`src/rtl/ervp_real_clock_alarm_pkg.sv`:
```
// Shared definitions for the real-clock alarm: state encodings and default field widths,
// common to the real-clock counter and its bus wrapper.
package ervp_real_clock_alarm_pkg;

    localparam int RCA_BW_TIME    = 64;
    localparam int RCA_BW_PERIOD  = 32;
    localparam int RCA_BW_OVERRUN = 16;
    localparam int RCA_BW_WDATA   = 32;

    typedef logic [1:0] rca_state_t;

    localparam rca_state_t RCA_ST_IDLE  = 2'd0;
    localparam rca_state_t RCA_ST_ARMED = 2'd1;
    localparam rca_state_t RCA_ST_FIRED = 2'd2;

endpackage

```
`src/rtl/ervp_real_clock_alarm_if.sv`:
```
// Control/status bundle of the real-clock alarm; slave = alarm unit, master = bus side.
interface ervp_real_clock_alarm_if import ervp_real_clock_alarm_pkg::*; #(
    parameter int BW_TIME    = RCA_BW_TIME,
    parameter int BW_PERIOD  = RCA_BW_PERIOD,
    parameter int BW_OVERRUN = RCA_BW_OVERRUN
);
    logic [BW_TIME-1:0]      real_clock;
    logic                    alarm_lo_wen;
    logic                    alarm_hi_wen;
    logic [RCA_BW_WDATA-1:0] alarm_wdata;
    logic                    period_wen;
    logic [BW_PERIOD-1:0]    period_wdata;
    logic                    arm;
    logic                    disarm;
    logic                    irq_clear;
    logic                    irq;
    rca_state_t              state;
    logic [BW_TIME-1:0]      alarm_time;
    logic [BW_OVERRUN-1:0]   overrun_count;

    modport slave (
        input  real_clock, alarm_lo_wen, alarm_hi_wen, alarm_wdata, period_wen, period_wdata,
        input  arm, disarm, irq_clear,
        output irq, state, alarm_time, overrun_count
    );

    modport master (
        output real_clock, alarm_lo_wen, alarm_hi_wen, alarm_wdata, period_wen, period_wdata,
        output arm, disarm, irq_clear,
        input  irq, state, alarm_time, overrun_count
    );
endinterface

```
`src/rtl/ervp_real_clock_alarm_shadow.sv`:
```
// Lo/hi staging register for the alarm target; the hi write commits the full word,
// including a lo value written in the same cycle.
module ervp_real_clock_alarm_shadow import ervp_real_clock_alarm_pkg::*; #(
    parameter int BW_TIME = RCA_BW_TIME
) (
    input  logic                    clk,
    input  logic                    rst,
    input  logic                    lo_wen_i,
    input  logic                    hi_wen_i,
    input  logic [RCA_BW_WDATA-1:0] wdata_i,
    output logic                    commit_o,
    output logic [BW_TIME-1:0]      commit_value_o
);
    logic [BW_TIME-1:0] shadow_q, shadow_d;

    always_comb begin
        shadow_d = shadow_q;
        if (lo_wen_i) shadow_d[31:0] = wdata_i;
        if (hi_wen_i) shadow_d[BW_TIME-1:32] = wdata_i[BW_TIME-33:0];
    end

    always_ff @(posedge clk or posedge rst) begin
        if (rst) shadow_q <= '0;
        else     shadow_q <= shadow_d;
    end

    assign commit_o       = hi_wen_i;
    assign commit_value_o = shadow_d;
endmodule

```
`src/rtl/ervp_real_clock_alarm.sv`:
```
// Alarm/compare unit on the free-running microsecond real clock: one-shot or periodic fire, level irq.
// Optional overrun counter enabled by defining ERVP_REAL_CLOCK_ALARM_OVERRUN_EN.
module ervp_real_clock_alarm import ervp_real_clock_alarm_pkg::*; #(
    parameter int BW_TIME    = RCA_BW_TIME,
    parameter int BW_PERIOD  = RCA_BW_PERIOD,
    parameter int BW_OVERRUN = RCA_BW_OVERRUN
) (
    input  logic                  clk,
    input  logic                  rst,
    ervp_real_clock_alarm_if.slave bus
);
    rca_state_t           state_q, state_d;
    logic [BW_TIME-1:0]   alarm_time_q, alarm_time_d;
    logic [BW_PERIOD-1:0] period_q, period_d;
    logic                 irq_q, irq_d;
    logic [BW_TIME-1:0]   time_diff;
    logic                 reached, fire, commit;
    logic [BW_TIME-1:0]   commit_value;

    ervp_real_clock_alarm_shadow #(.BW_TIME(BW_TIME)) u_shadow (
        .clk            (clk),
        .rst            (rst),
        .lo_wen_i       (bus.alarm_lo_wen),
        .hi_wen_i       (bus.alarm_hi_wen),
        .wdata_i        (bus.alarm_wdata),
        .commit_o       (commit),
        .commit_value_o (commit_value)
    );

    // Wrap-safe: target counts as reached once it is no more than half the range behind now.
    assign time_diff = bus.real_clock - alarm_time_q;
    assign reached   = ~time_diff[BW_TIME-1];
    assign fire      = (state_q == RCA_ST_ARMED) && reached && !bus.disarm;

    always_comb begin
        state_d = state_q;
        if (bus.disarm)
            state_d = RCA_ST_IDLE;
        else if (fire && (period_q == '0))
            state_d = RCA_ST_FIRED;
        else if (bus.arm && (state_q != RCA_ST_ARMED))
            state_d = RCA_ST_ARMED;
    end

    // One period per fire; a late target catches up one step per cycle.
    always_comb begin
        alarm_time_d = alarm_time_q;
        if (commit)
            alarm_time_d = commit_value;
        else if (fire && (period_q != '0))
            alarm_time_d = alarm_time_q + BW_TIME'(period_q);
    end

    always_comb begin
        period_d = period_q;
        if (bus.period_wen) period_d = bus.period_wdata;
    end

    always_comb begin
        irq_d = irq_q;
        if (fire)               irq_d = 1'b1;
        else if (bus.irq_clear) irq_d = 1'b0;
    end

    always_ff @(posedge clk or posedge rst) begin
        if (rst) begin
            state_q      <= RCA_ST_IDLE;
            alarm_time_q <= '0;
            period_q     <= '0;
            irq_q        <= 1'b0;
        end else begin
            state_q      <= state_d;
            alarm_time_q <= alarm_time_d;
            period_q     <= period_d;
            irq_q        <= irq_d;
        end
    end

`ifdef ERVP_REAL_CLOCK_ALARM_OVERRUN_EN
    logic [BW_OVERRUN-1:0] overrun_q, overrun_d;

    always_comb begin
        overrun_d = overrun_q;
        if (fire && irq_q && !bus.irq_clear && (overrun_q != '1))
            overrun_d = overrun_q + 1'b1;
        else if (bus.irq_clear && !fire)
            overrun_d = '0;
    end

    always_ff @(posedge clk or posedge rst) begin
        if (rst) overrun_q <= '0;
        else     overrun_q <= overrun_d;
    end

    assign bus.overrun_count = overrun_q;
`else
    assign bus.overrun_count = {BW_OVERRUN{1'b0}};
`endif

    assign bus.irq        = irq_q;
    assign bus.state      = state_q;
    assign bus.alarm_time = alarm_time_q;
endmodule

```
`src/flat_wrapper.sv`:
```
// flat-port wrapper written by rule: the top's interface ports become plain ports
module ervp_real_clock_alarm_flat import ervp_real_clock_alarm_pkg::*;
#(
    parameter int BW_TIME    = RCA_BW_TIME,
    parameter int BW_PERIOD  = RCA_BW_PERIOD,
    parameter int BW_OVERRUN = RCA_BW_OVERRUN
)
  (clk, rst, bus_real_clock, bus_alarm_lo_wen, bus_alarm_hi_wen, bus_alarm_wdata, bus_period_wen, bus_period_wdata, bus_arm, bus_disarm, bus_irq_clear, bus_irq, bus_state, bus_alarm_time, bus_overrun_count);
  ervp_real_clock_alarm_if #(.BW_TIME(BW_TIME), .BW_PERIOD(BW_PERIOD), .BW_OVERRUN(BW_OVERRUN)) bus_i ();
  input  logic clk;
  input  logic rst;
  input wire logic [$bits(bus_i.real_clock)-1:0] bus_real_clock;
  input wire logic [$bits(bus_i.alarm_lo_wen)-1:0] bus_alarm_lo_wen;
  input wire logic [$bits(bus_i.alarm_hi_wen)-1:0] bus_alarm_hi_wen;
  input wire logic [$bits(bus_i.alarm_wdata)-1:0] bus_alarm_wdata;
  input wire logic [$bits(bus_i.period_wen)-1:0] bus_period_wen;
  input wire logic [$bits(bus_i.period_wdata)-1:0] bus_period_wdata;
  input wire logic [$bits(bus_i.arm)-1:0] bus_arm;
  input wire logic [$bits(bus_i.disarm)-1:0] bus_disarm;
  input wire logic [$bits(bus_i.irq_clear)-1:0] bus_irq_clear;
  output wire logic [$bits(bus_i.irq)-1:0] bus_irq;
  output wire logic [$bits(bus_i.state)-1:0] bus_state;
  output wire logic [$bits(bus_i.alarm_time)-1:0] bus_alarm_time;
  output wire logic [$bits(bus_i.overrun_count)-1:0] bus_overrun_count;
  assign bus_i.real_clock = bus_real_clock;
  assign bus_i.alarm_lo_wen = bus_alarm_lo_wen;
  assign bus_i.alarm_hi_wen = bus_alarm_hi_wen;
  assign bus_i.alarm_wdata = bus_alarm_wdata;
  assign bus_i.period_wen = bus_period_wen;
  assign bus_i.period_wdata = bus_period_wdata;
  assign bus_i.arm = bus_arm;
  assign bus_i.disarm = bus_disarm;
  assign bus_i.irq_clear = bus_irq_clear;
  assign bus_irq = bus_i.irq;
  assign bus_state = bus_i.state;
  assign bus_alarm_time = bus_i.alarm_time;
  assign bus_overrun_count = bus_i.overrun_count;
  ervp_real_clock_alarm #(.BW_TIME(BW_TIME), .BW_PERIOD(BW_PERIOD), .BW_OVERRUN(BW_OVERRUN)) u_core (.clk(clk), .rst(rst), .bus(bus_i));
endmodule
```
`config.mk`:
```
export PLATFORM = sky130hd
export DESIGN_NAME = ervp_real_clock_alarm_flat
export DESIGN_NICKNAME = d
export VERILOG_FILES = /design/src/rtl/ervp_real_clock_alarm_pkg.sv /design/src/rtl/ervp_real_clock_alarm_if.sv /design/src/rtl/ervp_real_clock_alarm_shadow.sv /design/src/rtl/ervp_real_clock_alarm.sv /design/src/flat_wrapper.sv
export SDC_FILE = /design/constraint.sdc
export NUM_CORES = 1
export LEC_CHECK = 0
export CAP_MARGIN = 15
export CORE_ASPECT_RATIO = 0.7
export CORE_MARGIN = 3
export CORE_UTILIZATION = 51
export DETAILED_ROUTE_END_ITERATION = 7
export GPL_ROUTABILITY_DRIVEN = 1
export HOLD_SLACK_MARGIN = 0.05
export PLACE_DENSITY = 0.93
export SLEW_MARGIN = 20
export SYNTH_ARGS = -nofsm -noshare
export SYNTH_HDL_FRONTEND = slang
export SYNTH_SLANG_ARGS = --single-unit
```
`constraint.sdc`:
```
create_clock -name clk -period 5.3 [get_ports clk]
set_clock_uncertainty 0.1 [all_clocks]
set_input_delay 1.06 -clock clk [delete_from_list [all_inputs] [get_ports clk]]
set_output_delay 1.06 -clock clk [all_outputs]
set_load 0.02 [all_outputs]
```
==> metrics.txt <==
status=finished clean; Syn Std Cell Area=about 0.0094 mm2; cell count after synthesis=just over 1,000; RSZ-0062 raised after global routing=no; global-route wire length before repair=between 40,000 and 50,000 um; hold crit path type=reg2reg; post-cts sizing count=0; PortBufs=a little over 200; post-detail-place hpwl=approximately 22,000 um; Syn Area/Cell=approximately 9 um2; Max Freq=between 200 and 250 MHz; Reg-to-Reg Start=u_core.bus.alarm_time[0]; Avg Vias per Cell=approximately 6.0; top cells by area, synth=dfrtp_1 35%, ha_1 13%, mux2_2 7.6%; Critical Path Start Type=input port; num rows=40; PwrDens=roughly 320 mW/mm2; final cell count without fillers=between 1,000 and 1,500; die area=0.0201 mm2; most frequent cell after synthesis=dfrtp_1; Netlist cell types=60; gr usage total=0.278; Die H=between 100 and 150 um; clock slew at reported path FFs=~0.06 ns; Ys Warns=0; chip width=168 um; # DRC=0; CP arrival=5.05 ns; final net count=between 1,000 and 1,500; num ports=219; Post-synth top flop=dfrtp_1; largest net degree at the start of global routing=between 80 and 90; Max Cap Violations=0; CP max-delay cell=or4_1; hold_sp=u_core.u_shadow.shadow_q[8]; asr flop ratio synth=1.00; area share of the largest cell type after synthesis=0.350; Tcrit/Tclk final=0.915; final design utilization=0.695; setup TNS=0 ns; Peak supply drop=0.222 mV; Critical Path RT=~5.5 ns; minimum clock period=between 4 and 5 ns; Num CTS Buffers=17; initial antenna violation count=1; Setup crit start=bus_real_clock[58]; buffer depth of the longest clock path=2; n_diodes=0; post-synthesis sequential area ratio=0.350; Final setup viols=0; CP Capture Type=register; crit path kind=in2reg; Commonest cells post-synth=131 x dfrtp_1, 101 x nand2_1, 94 x ha_1, 78 x inv_1, 69 x a21oi_1; Post-Place Cells=~1,400; Final GP Congestion=0.915; via count=8,803; layout cells sized above 1=0.0976; Antenna Nets Post-Route=0; number of synthesized flops with an enable pin=0; # H-tree levels=4; grt ovf=0; CP max stage delay=around 0.63 ns; DRT Pass-1 Iters=5; cell taking the most area after synthesis=dfrtp_1; crit path cell chain=clkdlybuf4s50_1, ha_1, nand4_1, or4_1, or4_4, o32ai_1, nor4_1, a211oi_2, o2111ai_1, buf_4, o21a_1, o31a_1; final WL=28,600 um; worst slew pin tran=~1.2 ns; DP Worst Slack=slightly below 0.09 ns; final worst slack=between 0.4 and 0.5 ns; WL/cell=about 19 um; Hold Vio Cnt, Final=0; Worst slew margin=0.208; clock root buffer master=clkbuf_16; core footprint=0.0176 mm2; Post-CTS Setup Inserts=0; number of synthesized register bits=131; Lkg Pwr=~5.5 nW; Initial Utilization=0.533; TritonCTS Sinks=roughly 130; worst-path maximum fanout=7; synth-to-layout area growth=30.2%; fillers=roughly 1,300; hold buffers post-CTS=0; fin. max-slew vios=0; Clock Latency Late Sink=between 0.4 and 0.5 ns; Iter 0 DRT Violations=around 850; TritonCTS clock tree=built; vias in the first global route=around 8,600
through the flow:
stage	area [um2]	hold WS [ns]	power, mW
after floorplan	9430	0.367	2.14
after global placement	11600	0.378	2.62
after detailed placement	11600	0.385	2.66
after CTS	12200	0.395	3.92
final	12200	0.397	3.93
after global routing	12200	0.411	4.14
layer usage:
metal,vias up,routed length [um],GRT usage
met3,59,2530,0.0614
met5,-,12,0
met2,418,12800,0.430
li1,4113,-,-
met4,2,747,0.0833
met1,4211,12500,0.393
layout by cell type, fill, tap and decap left out, drive strengths merged, types with 10 or more instances in the layout:
master | netlist | layout
a31oi | 23 | 23
nand4 | 20 | 20
a21oi | 69 | 69
o31ai | 12 | 12
o21a | 15 | 15
xnor2 | 23 | 23
buf | 29 | 14
nand2 | 101 | 101
nor2 | 60 | 60
o21ai | 64 | 64
mux2 | 63 | 63
and3 | 11 | 11
or4 | 15 | 15
nor3 | 20 | 20
nand2b | 10 | 10
o31a | 11 | 11
nor4 | 13 | 13
inv | 78 | 81
clkbuf | 27 | 19
clkdlybuf4s50 | 0 | 201
nand3 | 20 | 20
dfrtp | 131 | 131
ha | 94 | 94
conb | 1 | 16
mux2i | 28 | 28
a21o | 11 | 11
final cells by class:
| type | instances | area (um2) | share of cell area |
|---|---|---|---|
| clock buffer | 19 | 453 | 0.0371 |
| clock inverter | 13 | 175 | 0.0144 |
| sequential | 131 | 3280 | 0.269 |
| tap | 231 | 289 | 0.0237 |
| multi-input combinational | 784 | 5570 | 0.457 |
| inverter | 78 | 298 | 0.0244 |
| timing repair buffer | 215 | 2140 | 0.175 |
path summary, 6_finish.rpt:
path,end,slack [ns],cells after the start
max,u_core.bus.alarm_time[57],0.45,12
min,u_core.u_shadow.shadow_q[8],0.40,1
max reg2reg,u_core.bus.alarm_time[48],0.57,13
min reg2reg,u_core.u_shadow.shadow_q[8],0.40,1
max in group asynchronous,u_core.bus.alarm_time[1],3.27,3
min in group asynchronous,u_core.bus.alarm_time[56],1.07,2
state kept, by name, indices dropped and copies added (netlist names):
name / flops
u_core.period_q: 32
u_core.u_shadow.shadow_q: 32
u_core.bus.alarm_time: 64
u_core.bus.state: 2
u_core.bus.irq: 1
worst max-delay path: cells and delay by family:
kind / cells / cell delay, ns
fa+ha+maj: 1 / 0.32
simple gates: 4 / 1.49
compound gates: 5 / 1.52
buf+inv: 2 / 0.67
where the power goes:
group          leakage, nW  switching, mW  internal [mW]  total, mW
clock                0.306          0.476          0.774       1.25
sequential            1.53          0.134           1.11       1.25
combinational         3.67          0.791          0.640       1.43
total                 5.51           1.40           2.53       3.93
kinds of logic (layout without fill, tap and decap cells):
group,after synthesis,in the layout,synth area share
muxes,91,91,0.106
xor gates and xnor gates,31,31,0.0290
AOI/OAI and AO/OA,258,258,0.174
DFF,131,131,0.350
buffers and inverters,134,325,0.0623
adders and majority gates,95,95,0.128
other,1,16,0.000400
and+or+nand+nor,293,293,0.151
(Power assumes the default switching activity.)
==> patch 1, RTL diff (config.mk and constraints unchanged) <==
Set the package constant `RCA_BW_OVERRUN` to 20 (it was 16).
--- a/src/rtl/ervp_real_clock_alarm_pkg.sv
+++ b/src/rtl/ervp_real_clock_alarm_pkg.sv
@@ -5,5 +5,5 @@
     localparam int RCA_BW_TIME    = 64;
     localparam int RCA_BW_PERIOD  = 32;
-    localparam int RCA_BW_OVERRUN = 16;
+    localparam int RCA_BW_OVERRUN = 20;
     localparam int RCA_BW_WDATA   = 32;
 
Ports: changed (resized bus_overrun_count); port bits go from 219 to 223. The function was not compared with the original's and may differ.
==> patch 1 against the unedited design <==
Power down 1.1%; routed wire length up 1.4%; global-route usage up 0.27 points; largest power group unchanged; critical path type unchanged; sequential cell count unchanged; final area down 0.34%; worst hold slack better by 0.0035 ns; setup slack better by 0.062 ns; synthesized area up 0.32%.
==> patch 1: results (changes against the unedited design) <==
vias_per_cell: 5.99  # was 5.98
antenna_found_initial: 3  # was 1
worstPathMaxFanout: 13  # was 7
yosys.area_share.adder: 0.127  # was 0.128
gr-usage-met1: 0.384  # was 0.393
synth_mux_area_frac: 0.105  # was 0.106
synth_area_leaders: "dfrtp_1, ha_1, mux2_2"  # unchanged
met2_length_um: 13500  # was 12800 µm
peakVddDrop_uv: 256  # was 222 µV
drive_above_1_share: 0.0957  # was 0.0976
avgRoutedWirePerCell_um: 19.7  # was 19.4 µm
hold_buffers: 0  # unchanged
hpwlAfterDp_um: 22400  # was 22200 µm
rrSetupSlack_ns: 0.85  # was 0.57 ns
cts-root-buf: "clkbuf_16"  # unchanged
gp_congestion: 0.944  # was 0.915
grt_pass1_wl_um: 45300  # was 44900 µm
max_stage_delay_ns: 0.65  # was 0.63 ns
grt_pass1_vias: 8685  # was 8623
use_met2: 0.449  # was 0.430
numCtsBuffers: 17  # unchanged
finalNetCount: 1461  # was 1458
met1Wirelength_um: 12300  # was 12500 µm
synth_xor_area_frac: 0.0289  # was 0.0290
hold_path.class: "reg -> reg"  # unchanged
port_buffers: 202  # unchanged
p_leak_nw: 5.49  # was 5.51 nW
placed_area_um2: 11600  # about the same
drt_iter0_drc: 644  # was 854
reg2reg_to: "u_core.bus.alarm_time[38]"  # was u_core.bus.alarm_time[48]
run_status: "completed"  # unchanged
p_clk_frac: 0.311  # was 0.318
core_area_um2: 17600  # about the same
grt_usage: 0.281  # was 0.278
synth_cell_types: 60  # unchanged
tightest_slew_ns: 0.973  # was 1.16 ns
p_int_w: 0.00247  # was 0.00253 W
yosysSeqAreaShare: 0.349  # was 0.350
met3_usage: 0.0659  # was 0.0614
-- patch 1: logic make-up after synthesis --
family,after synthesis
XOR/XNOR,31
buffers and inverters,138
flip-flops,131
multiplexers,91
AO/OA/AOI/OAI,258
other,1
AND/OR/NAND/NOR,293
adder cells (fa/ha/maj),95
-- patch 1: area by class of cell --
cell class / count / area, µm²
multi-input combinational: 788 / 5590
clock buffer: 19 / 443
tap: 231 / 289
fill: 1345 / 5450
inverter: 78 / 295
clock inverter: 13 / 151
sequential: 131 / 3280
timing repair buffer: 214 / 2120
-- patch 1: through the flow --
step / std cells / total power [W] / hold slack (ns) / setup WS [ns]
2_1_floorplan: 1057 / 0.00215 / 0.367 / 0.642
5_1_grt: 1474 / 0.00409 / 0.410 / 0.316
3_3_place_gp: 1442 / 0.00262 / 0.378 / 0.305
4_1_cts: 1474 / 0.00387 / 0.401 / 0.540
3_5_place_dp: 1442 / 0.00266 / 0.387 / 0.0829
6_report: 1474 / 0.00389 / 0.400 / 0.515
==> patch 2, RTL diff (same flow settings) <==
Made on the original files. The option `ERVP_REAL_CLOCK_ALARM_OVERRUN_EN` is turned on by a define.
--- a/src/rtl/ervp_real_clock_alarm.sv
+++ b/src/rtl/ervp_real_clock_alarm.sv
@@ -1,4 +1,6 @@
 // Alarm/compare unit on the free-running microsecond real clock: one-shot or periodic fire, level irq.
 // Optional overrun counter enabled by defining ERVP_REAL_CLOCK_ALARM_OVERRUN_EN.
+`define ERVP_REAL_CLOCK_ALARM_OVERRUN_EN
+
 module ervp_real_clock_alarm import ervp_real_clock_alarm_pkg::*; #(
     parameter int BW_TIME    = RCA_BW_TIME,
Formal check against the unedited RTL: not equivalent (Yosys sat finds a counterexample within 4 cycles, from zero or initial values and one cycle with rst high).
==> patch 2 against the unedited design <==
Power rose by 0.91%; count of clock-buffer cells in the layout rose by 2; setup slack improved by 0.27 ns; via count rose by 5.9%; final area rose by 7.1%; synthesized area rose by 8.2%; routed wire length rose by 8.1%; non-clock buffer count rose by 13; synthesized cell count rose by 3.6%; clock power fell by 6%; sequential power rose by 9.6%; sequential share of layout area rose by 1.3 points; sequential cell count rose by 16; critical endpoint is now u_core.bus.alarm_time[35]; largest power group unchanged.
==> patch 2: results (changes against the unedited design) <==
multi_input_area_share: 0.453  # was 0.457
synthCells: 1071  # was 1034
crit_arrival_ns: 4.79  # was 5.05 ns
bufAreaShareNonClock: 0.173  # was 0.175
hpwlAfterDp_um: 23600  # was 22200 µm
yosysWarnings: 0  # unchanged
gp_congestion: 0.929  # was 0.915
cts-root-buf: "clkbuf_16"  # unchanged
yosysMostFrequentCell: "dfrtp_1"  # unchanged
drt_iter0_drc: 862  # was 854
seq_cell_count: 147  # was 131
seq_share: 0.281  # was 0.269
synthTopCellsByCount: "dfrtp_1, nand2_1, ha_1"  # unchanged
worstPathMaxFanout: 62  # was 7
antenna_found_initial: 0  # was 1
synth_xor_area_frac: 0.0432  # was 0.0290
grt_pass1_wl_um: 48100  # was 44900 µm
post-place-cells: 1517  # was 1439
use_met2: 0.453  # was 0.430
inverters: 84  # was 78
peakVddDrop_uv: 223  # was 222 µV
nFillCells: 1410  # was 1312
clk_latency_ns: 0.42  # about the same
dr.pass1.iters: 6  # was 5
run_status: "completed"  # unchanged
finalNetCount: 1504  # was 1458
multi_input_gates: 794  # was 784
crit_slowest_cell: "nor4_1"  # was or4_1
met3_usage: 0.0634  # was 0.0614
grt_max_degree: 78  # was 89
synth_cell_types: 72  # was 60
gr-usage-met1: 0.389  # was 0.393
vias: 9320  # was 8803
yosysSeqAreaShare: 0.363  # was 0.350
synth_mux_area_frac: 0.117  # was 0.106
grt_usage: 0.284  # was 0.278
vias_per_cell: 6.02  # was 5.98
num-clock-buffers: 21  # was 19
avgRoutedWirePerCell_um: 20.0  # was 19.4 µm
port_buffers: 218  # was 202
drive_above_1_share: 0.108  # was 0.0976
final-clk-cell-share: 0.0432  # was 0.0515
buffers: 228  # was 215
p_leak_nw: 5.59  # was 5.51 nW
detailedPlace.worstSlack_ns: 0.403  # was 0.0873 ns
yosys.area_share.adder: 0.119  # was 0.128
max_stage_delay_ns: 0.51  # was 0.63 ns
synth_area_leaders: "dfrtp_1, ha_1, mux2_2"  # unchanged
synth_compound_area_frac: 0.148  # was 0.174
tightest_slew_ns: 0.972  # was 1.16 ns
grt_pass1_vias: 9116  # was 8623
crit_family: "simple AND/OR/NAND/NOR gates"  # was compound AO/OA/AOI/OAI gates
-- patch 2: cell types whose count changed in the layout (fill, tap and decap cells not counted), sizes merged, moves of 10 or more --
cell           change
mux2i             +12
dfrtp             +16
clkdlybuf4s50     +16
conb              -16
o41ai             +11
or4               -10
xnor2             +23
-- patch 2: final timing paths --
path	startpoint	slack, ns	cells past startpoint	endpoint
min	u_core.u_shadow.shadow_q[23]	0.40	1	u_core.u_shadow.shadow_q[23]
max	bus_real_clock[38]	0.72	13	u_core.bus.alarm_time[35]
min reg2reg	u_core.u_shadow.shadow_q[23]	0.40	1	u_core.u_shadow.shadow_q[23]
max reg2reg	u_core.bus.alarm_time[38]	1.21	13	u_core.bus.alarm_time[35]
min in group asynchronous	rst	1.02	2	u_core.period_q[5]
max in group asynchronous	rst	3.06	3	u_core.u_shadow.shadow_q[8]
-- patch 2: where the power goes --
group | total (W) | switching, W | internal (W) | leakage (nW)
logic | 0.00143 | 0.000779 | 0.000654 | 3.57
registers | 0.00137 | 0.000132 | 0.00123 | 1.77
clock network | 0.00117 | 0.000494 | 0.000672 | 0.262
-- patch 2: routing by layer --
metal | wire length [µm] | share of wire
met1 | 13600 | 0.44
met2 | 13900 | 0.45
met5 | 0 | 0
met3 | 2550 | 0.083
met4 | 799 | 0.026
-- patch 2: stage by stage --
step	util	area, µm²	power [W]	hold WS (ns)
6_report	0.682	13100	0.00397	0.400
5_1_grt	0.682	13100	0.00417	0.413
4_1_cts	0.682	13100	0.00396	0.400
3_5_place_dp	0.652	12500	0.00278	0.386
3_3_place_gp	0.652	12500	0.00273	0.380
2_1_floorplan	-	10100	0.00229	0.372
